File: src/rtl/cache_key_cam_ctrl_if.sv
// Control-stream and lookup bundle for cache_key_cam_ctrl.
// Master drives configuration beats and keys; slave is the CAM controller.
interface cache_key_cam_ctrl_if #(
    parameter int C_AXIS_DATA_WIDTH  = 256,
    parameter int C_AXIS_TUSER_WIDTH = 128,
    parameter int KEY_WIDTH          = 32,
    parameter int ADDR_W             = 5
);
    logic [C_AXIS_DATA_WIDTH-1:0]   ctrl_s_axis_tdata;
    logic [C_AXIS_TUSER_WIDTH-1:0]  ctrl_s_axis_tuser;
    logic [C_AXIS_DATA_WIDTH/8-1:0] ctrl_s_axis_tkeep;
    logic                           ctrl_s_axis_tvalid;
    logic                           ctrl_s_axis_tlast;
    logic                           ctrl_s_axis_tready;
    logic [KEY_WIDTH-1:0]           i_key;
    logic                           i_key_valid;
    logic                           o_lookup_valid;
    logic                           o_lookup_hit;
    logic [ADDR_W-1:0]              o_lookup_addr;
    logic [ADDR_W:0]                o_entry_count;
    logic                           o_cfg_drop;

    modport master (
        output ctrl_s_axis_tdata, ctrl_s_axis_tuser, ctrl_s_axis_tkeep,
               ctrl_s_axis_tvalid, ctrl_s_axis_tlast, i_key, i_key_valid,
        input  ctrl_s_axis_tready, o_lookup_valid, o_lookup_hit,
               o_lookup_addr, o_entry_count, o_cfg_drop
    );

    modport slave (
        input  ctrl_s_axis_tdata, ctrl_s_axis_tuser, ctrl_s_axis_tkeep,
               ctrl_s_axis_tvalid, ctrl_s_axis_tlast, i_key, i_key_valid,
        output ctrl_s_axis_tready, o_lookup_valid, o_lookup_hit,
               o_lookup_addr, o_entry_count, o_cfg_drop
    );
endinterface

File: src/rtl/cache_key_cam_ctrl.sv
// Ternary key CAM with single-beat in-band configuration and a 2-cycle lookup pipe.
// Optional macro CACHE_CAM_DELETE_EN enables the delete opcode on OP_BIT.
module cache_key_cam_ctrl #(
    parameter int C_AXIS_DATA_WIDTH  = 256,
    parameter int C_AXIS_TUSER_WIDTH = 128,
    parameter int KEY_WIDTH          = 32,
    parameter int DEPTH              = 32,
    parameter int ADDR_W             = $clog2(DEPTH),
    parameter int KEY_OFFSET         = 88,
    parameter int MASK_OFFSET        = 120,
    parameter int ADDR_OFFSET        = 152,
    parameter int OP_BIT             = 160,
    parameter int AUTO_ADDR          = 0
) (
    input logic                 axis_clk,
    input logic                 aresetn,
    cache_key_cam_ctrl_if.slave bus
);
    localparam logic [0:0] S_IDLE  = 1'b0;
    localparam logic [0:0] S_FLUSH = 1'b1;

    localparam logic [ADDR_W:0]   CNT_ONE = (ADDR_W+1)'(1);
    localparam logic [ADDR_W:0]   CNT_MAX = (ADDR_W+1)'(DEPTH);
    localparam logic [ADDR_W-1:0] PTR_ONE = ADDR_W'(1);

    logic [0:0]           state_q, state_d;
    logic                 cap_d, drop_d, drop_q;
    logic                 cap_valid_q, cap_del_q;
    logic [KEY_WIDTH-1:0] cap_key_q, cap_mask_q;
    logic [ADDR_W-1:0]    cap_addr_q, cap_addr_d;
    logic [ADDR_W-1:0]    wr_ptr_q, wr_ptr_d;
    logic                 beat_del;

    logic [KEY_WIDTH-1:0] key_q  [DEPTH];
    logic [KEY_WIDTH-1:0] mask_q [DEPTH];
    logic [DEPTH-1:0]     vld_q;
    logic [ADDR_W:0]      cnt_q, cnt_d;

    logic [KEY_WIDTH-1:0] s0_key_q;
    logic                 s0_vld_q;
    logic [DEPTH-1:0]     match;
    logic                 hit_d;
    logic [ADDR_W-1:0]    addr_d;
    logic                 res_vld_q, res_hit_q;
    logic [ADDR_W-1:0]    res_addr_q;

`ifdef CACHE_CAM_DELETE_EN
    assign beat_del = bus.ctrl_s_axis_tdata[OP_BIT];
`else
    assign beat_del = 1'b0;
`endif

    always_comb begin
        state_d = state_q;
        cap_d   = 1'b0;
        drop_d  = 1'b0;
        case (state_q)
            S_IDLE: begin
                if (bus.ctrl_s_axis_tvalid) begin
                    if (bus.ctrl_s_axis_tlast) begin
                        cap_d = 1'b1;
                    end else begin
                        drop_d  = 1'b1;
                        state_d = S_FLUSH;
                    end
                end
            end
            S_FLUSH: begin
                if (bus.ctrl_s_axis_tvalid && bus.ctrl_s_axis_tlast) state_d = S_IDLE;
            end
            default: state_d = S_IDLE;
        endcase
    end

    // Auto-addressed writes claim the pointer at capture; deletes always use the field.
    always_comb begin
        cap_addr_d = bus.ctrl_s_axis_tdata[ADDR_OFFSET +: ADDR_W];
        wr_ptr_d   = wr_ptr_q;
        if ((AUTO_ADDR != 0) && !beat_del) begin
            cap_addr_d = wr_ptr_q;
            if (cap_d) wr_ptr_d = wr_ptr_q + PTR_ONE;
        end
    end

    always_comb begin
        cnt_d = cnt_q;
        if (cap_valid_q) begin
            if (cap_del_q) begin
                if (vld_q[cap_addr_q] && (cnt_q != '0)) cnt_d = cnt_q - CNT_ONE;
            end else if (!vld_q[cap_addr_q] && (cnt_q != CNT_MAX)) begin
                cnt_d = cnt_q + CNT_ONE;
            end
        end
    end

    always_comb begin
        match = '0;
        for (int i = 0; i < DEPTH; i++) begin
            match[i] = vld_q[i] && (((s0_key_q ^ key_q[i]) & ~mask_q[i]) == '0);
        end
    end

    always_comb begin
        hit_d  = s0_vld_q && (|match);
        addr_d = '0;
        for (int i = DEPTH - 1; i >= 0; i--) begin
            if (s0_vld_q && match[i]) addr_d = ADDR_W'(i);
        end
    end

    always_ff @(posedge axis_clk or negedge aresetn) begin
        if (!aresetn) begin
            state_q     <= S_IDLE;
            drop_q      <= 1'b0;
            cap_valid_q <= 1'b0;
            cap_del_q   <= 1'b0;
            cap_key_q   <= '0;
            cap_mask_q  <= '0;
            cap_addr_q  <= '0;
            wr_ptr_q    <= '0;
        end else begin
            state_q     <= state_d;
            drop_q      <= drop_d;
            cap_valid_q <= cap_d;
            wr_ptr_q    <= wr_ptr_d;
            if (cap_d) begin
                cap_del_q  <= beat_del;
                cap_key_q  <= bus.ctrl_s_axis_tdata[KEY_OFFSET +: KEY_WIDTH];
                cap_mask_q <= bus.ctrl_s_axis_tdata[MASK_OFFSET +: KEY_WIDTH];
                cap_addr_q <= cap_addr_d;
            end
        end
    end

    always_ff @(posedge axis_clk or negedge aresetn) begin
        if (!aresetn) begin
            for (int i = 0; i < DEPTH; i++) begin
                key_q[i]  <= '0;
                mask_q[i] <= '0;
            end
            vld_q <= '0;
            cnt_q <= '0;
        end else begin
            cnt_q <= cnt_d;
            if (cap_valid_q) begin
                if (cap_del_q) begin
                    vld_q[cap_addr_q] <= 1'b0;
                end else begin
                    key_q[cap_addr_q]  <= cap_key_q;
                    mask_q[cap_addr_q] <= cap_mask_q;
                    vld_q[cap_addr_q]  <= 1'b1;
                end
            end
        end
    end

    always_ff @(posedge axis_clk or negedge aresetn) begin
        if (!aresetn) begin
            s0_key_q   <= '0;
            s0_vld_q   <= 1'b0;
            res_vld_q  <= 1'b0;
            res_hit_q  <= 1'b0;
            res_addr_q <= '0;
        end else begin
            s0_key_q   <= bus.i_key;
            s0_vld_q   <= bus.i_key_valid;
            res_vld_q  <= s0_vld_q;
            res_hit_q  <= hit_d;
            res_addr_q <= addr_d;
        end
    end

    assign bus.ctrl_s_axis_tready = 1'b1;
    assign bus.o_lookup_valid     = res_vld_q;
    assign bus.o_lookup_hit       = res_hit_q;
    assign bus.o_lookup_addr      = res_addr_q;
    assign bus.o_entry_count      = cnt_q;
    assign bus.o_cfg_drop         = drop_q;
endmodule

File: src/flat_wrapper.sv
// flat-port wrapper written by rule: the top's interface ports become plain ports
module cache_key_cam_ctrl_flat 
#(
    parameter int C_AXIS_DATA_WIDTH  = 256,
    parameter int C_AXIS_TUSER_WIDTH = 128,
    parameter int KEY_WIDTH          = 32,
    parameter int DEPTH              = 32,
    parameter int ADDR_W             = $clog2(DEPTH),
    parameter int KEY_OFFSET         = 88,
    parameter int MASK_OFFSET        = 120,
    parameter int ADDR_OFFSET        = 152,
    parameter int OP_BIT             = 160,
    parameter int AUTO_ADDR          = 0
)
  (axis_clk, aresetn, bus_ctrl_s_axis_tdata, bus_ctrl_s_axis_tuser, bus_ctrl_s_axis_tkeep, bus_ctrl_s_axis_tvalid, bus_ctrl_s_axis_tlast, bus_i_key, bus_i_key_valid, bus_ctrl_s_axis_tready, bus_o_lookup_valid, bus_o_lookup_hit, bus_o_lookup_addr, bus_o_entry_count, bus_o_cfg_drop);
  cache_key_cam_ctrl_if #(.C_AXIS_DATA_WIDTH(C_AXIS_DATA_WIDTH), .C_AXIS_TUSER_WIDTH(C_AXIS_TUSER_WIDTH), .KEY_WIDTH(KEY_WIDTH), .ADDR_W(ADDR_W)) bus_i ();
  input logic axis_clk;
  input logic aresetn;
  input wire logic [$bits(bus_i.ctrl_s_axis_tdata)-1:0] bus_ctrl_s_axis_tdata;
  input wire logic [$bits(bus_i.ctrl_s_axis_tuser)-1:0] bus_ctrl_s_axis_tuser;
  input wire logic [$bits(bus_i.ctrl_s_axis_tkeep)-1:0] bus_ctrl_s_axis_tkeep;
  input wire logic [$bits(bus_i.ctrl_s_axis_tvalid)-1:0] bus_ctrl_s_axis_tvalid;
  input wire logic [$bits(bus_i.ctrl_s_axis_tlast)-1:0] bus_ctrl_s_axis_tlast;
  input wire logic [$bits(bus_i.i_key)-1:0] bus_i_key;
  input wire logic [$bits(bus_i.i_key_valid)-1:0] bus_i_key_valid;
  output wire logic [$bits(bus_i.ctrl_s_axis_tready)-1:0] bus_ctrl_s_axis_tready;
  output wire logic [$bits(bus_i.o_lookup_valid)-1:0] bus_o_lookup_valid;
  output wire logic [$bits(bus_i.o_lookup_hit)-1:0] bus_o_lookup_hit;
  output wire logic [$bits(bus_i.o_lookup_addr)-1:0] bus_o_lookup_addr;
  output wire logic [$bits(bus_i.o_entry_count)-1:0] bus_o_entry_count;
  output wire logic [$bits(bus_i.o_cfg_drop)-1:0] bus_o_cfg_drop;
  assign bus_i.ctrl_s_axis_tdata = bus_ctrl_s_axis_tdata;
  assign bus_i.ctrl_s_axis_tuser = bus_ctrl_s_axis_tuser;
  assign bus_i.ctrl_s_axis_tkeep = bus_ctrl_s_axis_tkeep;
  assign bus_i.ctrl_s_axis_tvalid = bus_ctrl_s_axis_tvalid;
  assign bus_i.ctrl_s_axis_tlast = bus_ctrl_s_axis_tlast;
  assign bus_i.i_key = bus_i_key;
  assign bus_i.i_key_valid = bus_i_key_valid;
  assign bus_ctrl_s_axis_tready = bus_i.ctrl_s_axis_tready;
  assign bus_o_lookup_valid = bus_i.o_lookup_valid;
  assign bus_o_lookup_hit = bus_i.o_lookup_hit;
  assign bus_o_lookup_addr = bus_i.o_lookup_addr;
  assign bus_o_entry_count = bus_i.o_entry_count;
  assign bus_o_cfg_drop = bus_i.o_cfg_drop;
  cache_key_cam_ctrl #(.C_AXIS_DATA_WIDTH(C_AXIS_DATA_WIDTH), .C_AXIS_TUSER_WIDTH(C_AXIS_TUSER_WIDTH), .KEY_WIDTH(KEY_WIDTH), .DEPTH(DEPTH), .ADDR_W(ADDR_W), .KEY_OFFSET(KEY_OFFSET), .MASK_OFFSET(MASK_OFFSET), .ADDR_OFFSET(ADDR_OFFSET), .OP_BIT(OP_BIT), .AUTO_ADDR(AUTO_ADDR)) u_core (.axis_clk(axis_clk), .aresetn(aresetn), .bus(bus_i));
endmodule
File: config.mk
export PLATFORM = sky130hd
export DESIGN_NAME = cache_key_cam_ctrl_flat
export DESIGN_NICKNAME = d
export VERILOG_FILES = /design/src/rtl/cache_key_cam_ctrl_if.sv /design/src/rtl/cache_key_cam_ctrl.sv /design/src/flat_wrapper.sv
export SDC_FILE = /design/constraint.sdc
export NUM_CORES = 2
export LEC_CHECK = 0
export CORE_UTILIZATION = 45
export DETAILED_ROUTE_END_ITERATION = 10
export HOLD_SLACK_MARGIN = 0.05
export PLACE_DENSITY = 0.6
export SYNTH_ARGS = -nofsm -noshare
export SYNTH_HDL_FRONTEND = slang
export SYNTH_SLANG_ARGS = --single-unit
File: constraint.sdc
create_clock -name axis_clk -period 5 [get_ports axis_clk]
set_input_delay 1 -clock axis_clk [delete_from_list [all_inputs] [get_ports axis_clk]]
set_output_delay 1 -clock axis_clk [all_outputs]
set_load 0.1 [all_outputs]
* Yosys cells after proc, flatten, opt, wreduce, memory -nomap -nowiden
Cells that the tools add are included.
** Operators by class
- $add $sub $neg :: 1
- $mul :: 0
- Divide/modulo/power cells :: 0
- Order comparisons :: 4
- Equality and inequality tests :: 1
- Shift-type cells :: 0
- Multiplexer cells :: 49
- Bitwise logic cells :: 99
- Reduce and logical (&&, ||, !) cells :: 104
** Operators by type and width (number)
- bitwise mux 1024 bit :: 2
- bitwise AND 32 bit :: 32
- zero test 32 bit :: 32
- NOT 32 bit :: 32
- bitwise XOR 32 bit :: 32
- demux 32 bit (select 5 bit) :: 1
- 2-to-1 mux 5 bit :: 32
- logical AND 1 bit :: 69
- 2-to-1 mux 32 bit :: 1
- bitwise OR 32 bit :: 1
- OR reduction 32 bit :: 1
- 2-to-1 mux 1 bit :: 9
- adder 6 x 1 -> 6 bit, second input constant :: 1
- >= comparator 6 bit, second input constant :: 1
- < comparator 5 x 6 -> 1 bit, second input constant :: 1
- < comparator 6 x 1 -> 1 bit, second input constant :: 1
- 2-to-1 mux 6 bit :: 1
- inequality test 6 bit, second input constant :: 1
- NOT 5 -> 6 bit :: 1
- binary-select mux 1 bit (select 5 bit) :: 1
- demux 1 bit (select 5 bit) :: 1
- >= comparator 5 x 1 -> 1 bit, second input constant :: 1
- one-hot mux 1 bit (2 select lines) :: 1
- AND reduction 2 bit :: 1
- 2 further kinds :: 2
** Word-level totals
- Flip-flop bits (word level) :: 2198
- Latch bits :: 0
- RAM bits :: 0
- Memory bits (read-only) :: 0
- Bits of input ports :: 453
- Output and inout bits :: 15
- Memories :: 0

* Longest topological paths before layout
- Depth after elaboration :: 37
- Mapped depth :: 14

* Least setup slack after synthesis
Ideal clock, no wire load.
- Path type :: reg-to-reg
- Start point :: reg u_core.cnt_q[0] (netlist: u_core.bus.o_entry_count[0])
- End point :: reg u_core.cnt_q[5] (netlist: u_core.bus.o_entry_count[5])
- Arrival :: 2.465 ns
- Setup slack :: 2.373 ns
- Cell stages (with the launch flop) :: 11
- Path buffers :: 0
- Cell sequence :: dfrtp_1 > inv_1 > ha_1 > nand2_1 > o41ai_1 > a21oi_1 > o221ai_1 > a21oi_1 > nand4_1 > nor2_1 > xor2_1
** On the way
- Longest elaborated chain between the ends :: 3
- Elaborated cells on any way between the ends :: 5
** Ends and longest elaborated chain
- start: declaration :: RTL line cache_key_cam_ctrl.sv:37 : logic [ADDR_W:0] cnt_q, cnt_d;
- start signal: assignment :: RTL line cache_key_cam_ctrl.sv:144 : cnt_q <= cnt_d;
- parallel branches: the longest is 3 deep, another holds adder 6 x 1 -> 6 bit
Several ways; the timed one is not identified. The select of a mux whose other input is x is not followed.
A chain may end at the register's enable or synchronous reset.

* Worst setup path after layout
- Start point :: reg u_core.s0_key_q[16]
- End point :: reg u_core.res_hit_q (netlist: u_core.bus.o_lookup_hit)
** On the way
- Longest elaborated chain between the ends :: 6
- Elaborated cells on any way between the ends :: 130
** Ends and longest elaborated chain
- start: declaration :: RTL line cache_key_cam_ctrl.sv:39 : logic [KEY_WIDTH-1:0] s0_key_q;
- start signal: assignment :: RTL line cache_key_cam_ctrl.sv:165 : s0_key_q <= bus.i_key;
- bitwise XOR 32 bit :: RTL line cache_key_cam_ctrl.sv:99 : match[i] = vld_q[i] && (((s0_key_q ^ key_q[i]) & ~mask_q[i]) == '0);
- bitwise AND 32 bit :: RTL line cache_key_cam_ctrl.sv:99
- zero test 32 bit :: RTL line cache_key_cam_ctrl.sv:99
- logical AND 1 bit :: RTL line cache_key_cam_ctrl.sv:99
- OR reduction 32 bit * :: RTL line cache_key_cam_ctrl.sv:104 : hit_d = s0_vld_q && (|match);
- logical AND 1 bit * :: RTL line cache_key_cam_ctrl.sv:104
- named net u_core.hit_d :: RTL line cache_key_cam_ctrl.sv:42 : logic hit_d;
- end signal: assignment :: RTL line cache_key_cam_ctrl.sv:168 : res_hit_q <= hit_d;
- end: declaration :: RTL line cache_key_cam_ctrl.sv:44 : logic res_vld_q, res_hit_q;
Mark *: on every way through the listed nets, which the timed path passes. The rest lies on a longest branch.

==> metrics.md <==
| Metric | Value |
|---|---|
| CTS sink count | `2,198` |
| Post-CTS setup repair buffer count | `0` |
| Post-route ant nets | `0` |
| Final core occ | `0.514` |
| NetSw | `15.3 mW` |
| Post-synthesis sequential element count | `2,198` |
| Fin Setup TNS | `0 ps` |
| First-pass GRT wire length | `465,000 um` |
| Fin area | `0.109 mm2` |
| Final hold vios | `0` |
| Die footprint | `0.216 mm2` |
| Fillers | `18,300` |
| Tcrit/Tclk final | `0.833` |
| GRT Total Usage | `0.305` |
| Cell family with most CP delay | `simple AND/OR/NAND/NOR gates` |
| CTS max path bufs | `3` |
| Peak VDD IR | `0.000443 V` |
| Starting Density | `0.454` |
| Status | `complete, no violations` |
| Hold_buf cts | `0` |
| Final wirelength | `330,000 um` |
| CTS tree | `yes` |
| CP bufs+invs | `0` |
| Core area | `0.213 mm2` |
| Worst EP required | `5710 ps` |
| P_int | `34.9 mW` |
| H-tree depth | `4` |
| GPL Wtd Cong | `0.858` |
| Layout cells sized above 1 | `0.395` |
| CP Cell Sequence | `xnor2_1 -> o221ai_1 -> nor4_1 -> nand4_1 -> nor2b_1 -> nor3b_1 -> nand3_1 -> or3b_1 -> o21ai_0 -> nand3_1` |
| Nets | `7,502` |
| Vias per inst | `5.91` |
| Row count | `169` |
| DRC | `0` |
| Number of global-route vias before repair | `60,200` |
| Max-cap check violation count | `0` |
| Design Power | `50.2 mW` |
| Final Skew | `51.9 ps` |
| Main synth FF type | `dfrtp_1` |
| Worst-Skew Late Latency | `900 ps` |
| FMAX | `0.240 GHz` |
| WP data arrival | `4880 ps` |
| Synthesized area per cell | `13.8 um2` |
| Leak | `50.5 nW` |
| RSZ-0062 raised after global routing | `no` |
| Synthesis Warnings | `0` |
| Minimum clock period | `4160 ps` |
| Dpl hpwl | `189,000 um` |
| Via count | `59,700` |
| Initial antenna violation count | `62` |
| Root Buffer | `clkbuf_16` |
| Synth Cell Area | `0.0965 mm2` |
| Post-synth EDFFs | `0` |
| Post-Syn Nets | `7,465` |
| Synthesized instance count | `7,010` |
| Area grow syn2layout | `13.3%` |
| GRT Residual Overflow | `0` |
| Placed Area | `0.101 mm2` |
| Die X | `465 um` |
| Worst setup SP type | `flip-flop` |
| CP dominant cell by count | `nand3_1` |
| Final worst slack | `837 ps` |
| Resized Gates After CTS | `0` |
| Wire per inst | `32.7 um` |
| Ports | `468` |
| Part of the power in combinational logic | `0.166` |
| Pins Over Slew Limit | `0` |
| DIE HEIGHT | `465 um` |
| Setup violations, final | `0` |
| Place WS | `1000 ps` |
| DRT Pass-1 Iters | `5` |
| Clock-pin slew on the worst setup and hold paths | `60 ps` |
| Cts bufs inserted | `231` |
| Async set or reset register ratio after synthesis | `1.00` |
| Worst hold-check path type | `in2async` |
| CP Capture Type | `flip-flop` |
| CP max stage cell | `dfrtp_4` |
| Least-Margin Pin Slew | `1210 ps` |
| Largest net degree at the start of global routing | `149` |
| Post-synth cell types | `61` |
| Setup CP Type | `reg2reg` |
| Slew headroom | `0.189` |
| Clock power share | `0.357` |
| Register area share after synthesis | `0.570` |
| Sequential power share | `0.477` |
| CP Max Fanout | `16` |
| Number of buffers added on ports | `119` |
| Iteration-0 DRC Markers | `5,910` |
| Critical path's largest stage delay | `980 ps` |
| Switching Share | `0.305` |
| Pwr/cell area | `459 mW/mm2` |
==> power groups by stage <==
| stage | Sequential, mW | Clock (mW) | Combinational (mW) |
|---|---|---|---|
| floorplan | 22.2 | 0 | 5.64 |
| global placement | 24.0 | 0 | 8.14 |
| detailed placement | 24.2 | 0 | 8.29 |
| CTS | 23.9 | 18.1 | 8.32 |
| global route | 24.2 | 18.8 | 8.82 |
| finish | 24.0 | 17.9 | 8.33 |
==> state kept, by name, indices dropped and copies added, names as in the netlist, named ones only <==
name                       flops
u_core.key_q                1024
u_core.mask_q               1024
u_core.cap_key_q              32
u_core.cap_mask_q             32
u_core.s0_key_q               32
u_core.vld_q                  32
u_core.bus.o_entry_count       6
u_core.bus.o_lookup_addr       5
u_core.cap_addr_q              5
u_core.bus.o_cfg_drop          1
u_core.bus.o_lookup_hit        1
u_core.bus.o_lookup_valid      1
u_core.cap_valid_q             1
u_core.s0_vld_q                1
==> cell type report <==
cell class / count / area, um2 / share of cell area
tap: 2821 / 3530 / 0.0323
clock buffer: 353 / 6930 / 0.0634
inverter: 7 / 26.3 / 0.000240
clock inverter: 83 / 1080 / 0.00989
multi-input combinational: 4238 / 38900 / 0.356
sequential: 2198 / 55300 / 0.505
timing repair buffer: 371 / 3610 / 0.0330
antenna: 20 / 50.0 / 0.000457
==> Yosys cell counts, types with 5 or more instances <==
cell	count	area share
o21ai_0	39	0.0020
nand2b_1	18	0.0012
nor4_2	7	0.00091
nor2_1	114	0.0044
mux2_2	2049	0.24
xnor2_2	8	0.0013
buf_2	87	0.0045
a21oi_1	8	0.00041
nand2_1	243	0.0094
nor3_1	46	0.0024
o221ai_1	9	0.00082
o22a_1	15	0.0014
dfrtp_1	2198	0.57
or4_1	19	0.0015
buf_1	16	0.00062
nand3_1	33	0.0017
buf_12	5	0.0010
nor3b_1	7	0.00054
or2_2	18	0.0012
nand4_1	9	0.00058
buf_4	48	0.0037
buf_6	34	0.0040
o22ai_1	457	0.030
clkbuf_1	376	0.015
o2111ai_1	5	0.00045
xnor2_1	1020	0.093
mux4_2	8	0.0019
inv_1	5	0.00019
nor4_1	62	0.0040
==> stage by stage <==
step	hold WS [ps]	std cells
after detailed placement	425	9635
after floorplan	406	7010
after CTS	113	10100
after global placement	419	9635
after global routing	141	10100
final	136	10100
==> routing by layer <==
metal | vias to the layer above | track usage | wire length [um]
met2 | 2325 | 0.477 | 152000
met5 | - | 0 | 25
met1 | 32100 | 0.424 | 139000
met3 | 581 | 0.0479 | 23900
met4 | 4 | 0.125 | 14700
li1 | 24600 | - | -
==> path summary, 6_finish.rpt <==
check | start | endpoint | slack (ps) | depth (start not counted)
worst max-delay path | u_core.s0_key_q[16]$_DFF_PN0_ | u_core.bus.o_lookup_hit$_DFF_PN0_ | 840 | 10
worst min-delay path | aresetn | u_core.key_q[652]$_DFFE_PN0P_ | 140 | 1
worst max register to register | u_core.s0_key_q[16]$_DFF_PN0_ | u_core.bus.o_lookup_hit$_DFF_PN0_ | 840 | 10
worst min register to register | flip-flop | u_core.bus.o_cfg_drop$_DFF_PN0_ | 440 | 1
max in group asynchronous | aresetn | u_core.key_q[242]$_DFFE_PN0P_ | 3420 | 3
min in group axis_clk | flip-flop | u_core.bus.o_cfg_drop$_DFF_PN0_ | 440 | 1
==> worst register-to-register path, cell delays in order (launching register included) <==
cell and delay, ps:
dfrtp_4 980, xnor2_1 220, o221ai_1 350, nor4_1 130, nand4_1 260, nor2b_1 220
nor3b_1 840, nand3_1 260, or3b_1 430, o21ai_0 170, nand3_1 100
==> cells by family after synthesis <==
kind of cell,share of synthesized area
AOI/OAI and AO/OA,0.0366
xor gates and xnor gates,0.0940
adders and majority gates,0.000259
buffers and inverters,0.0289
DFF,0.570
muxes,0.241
other,0.0000389
and+or+nand+nor,0.0292
==> cell usage in the layout (no fill, tap or decap), types with 60 or more instances in the layout <==
cell             instances
buf_4                  211
clkbuf_16              232
clkbuf_8                67
clkdlybuf4s50_1        118
dfrtp_1               2102
mux2_2                2049
nand2_1                227
nor2_1                  98
nor4_1                  60
o22ai_1                457
xnor2_1               1020
(Power assumes the default switching activity.)
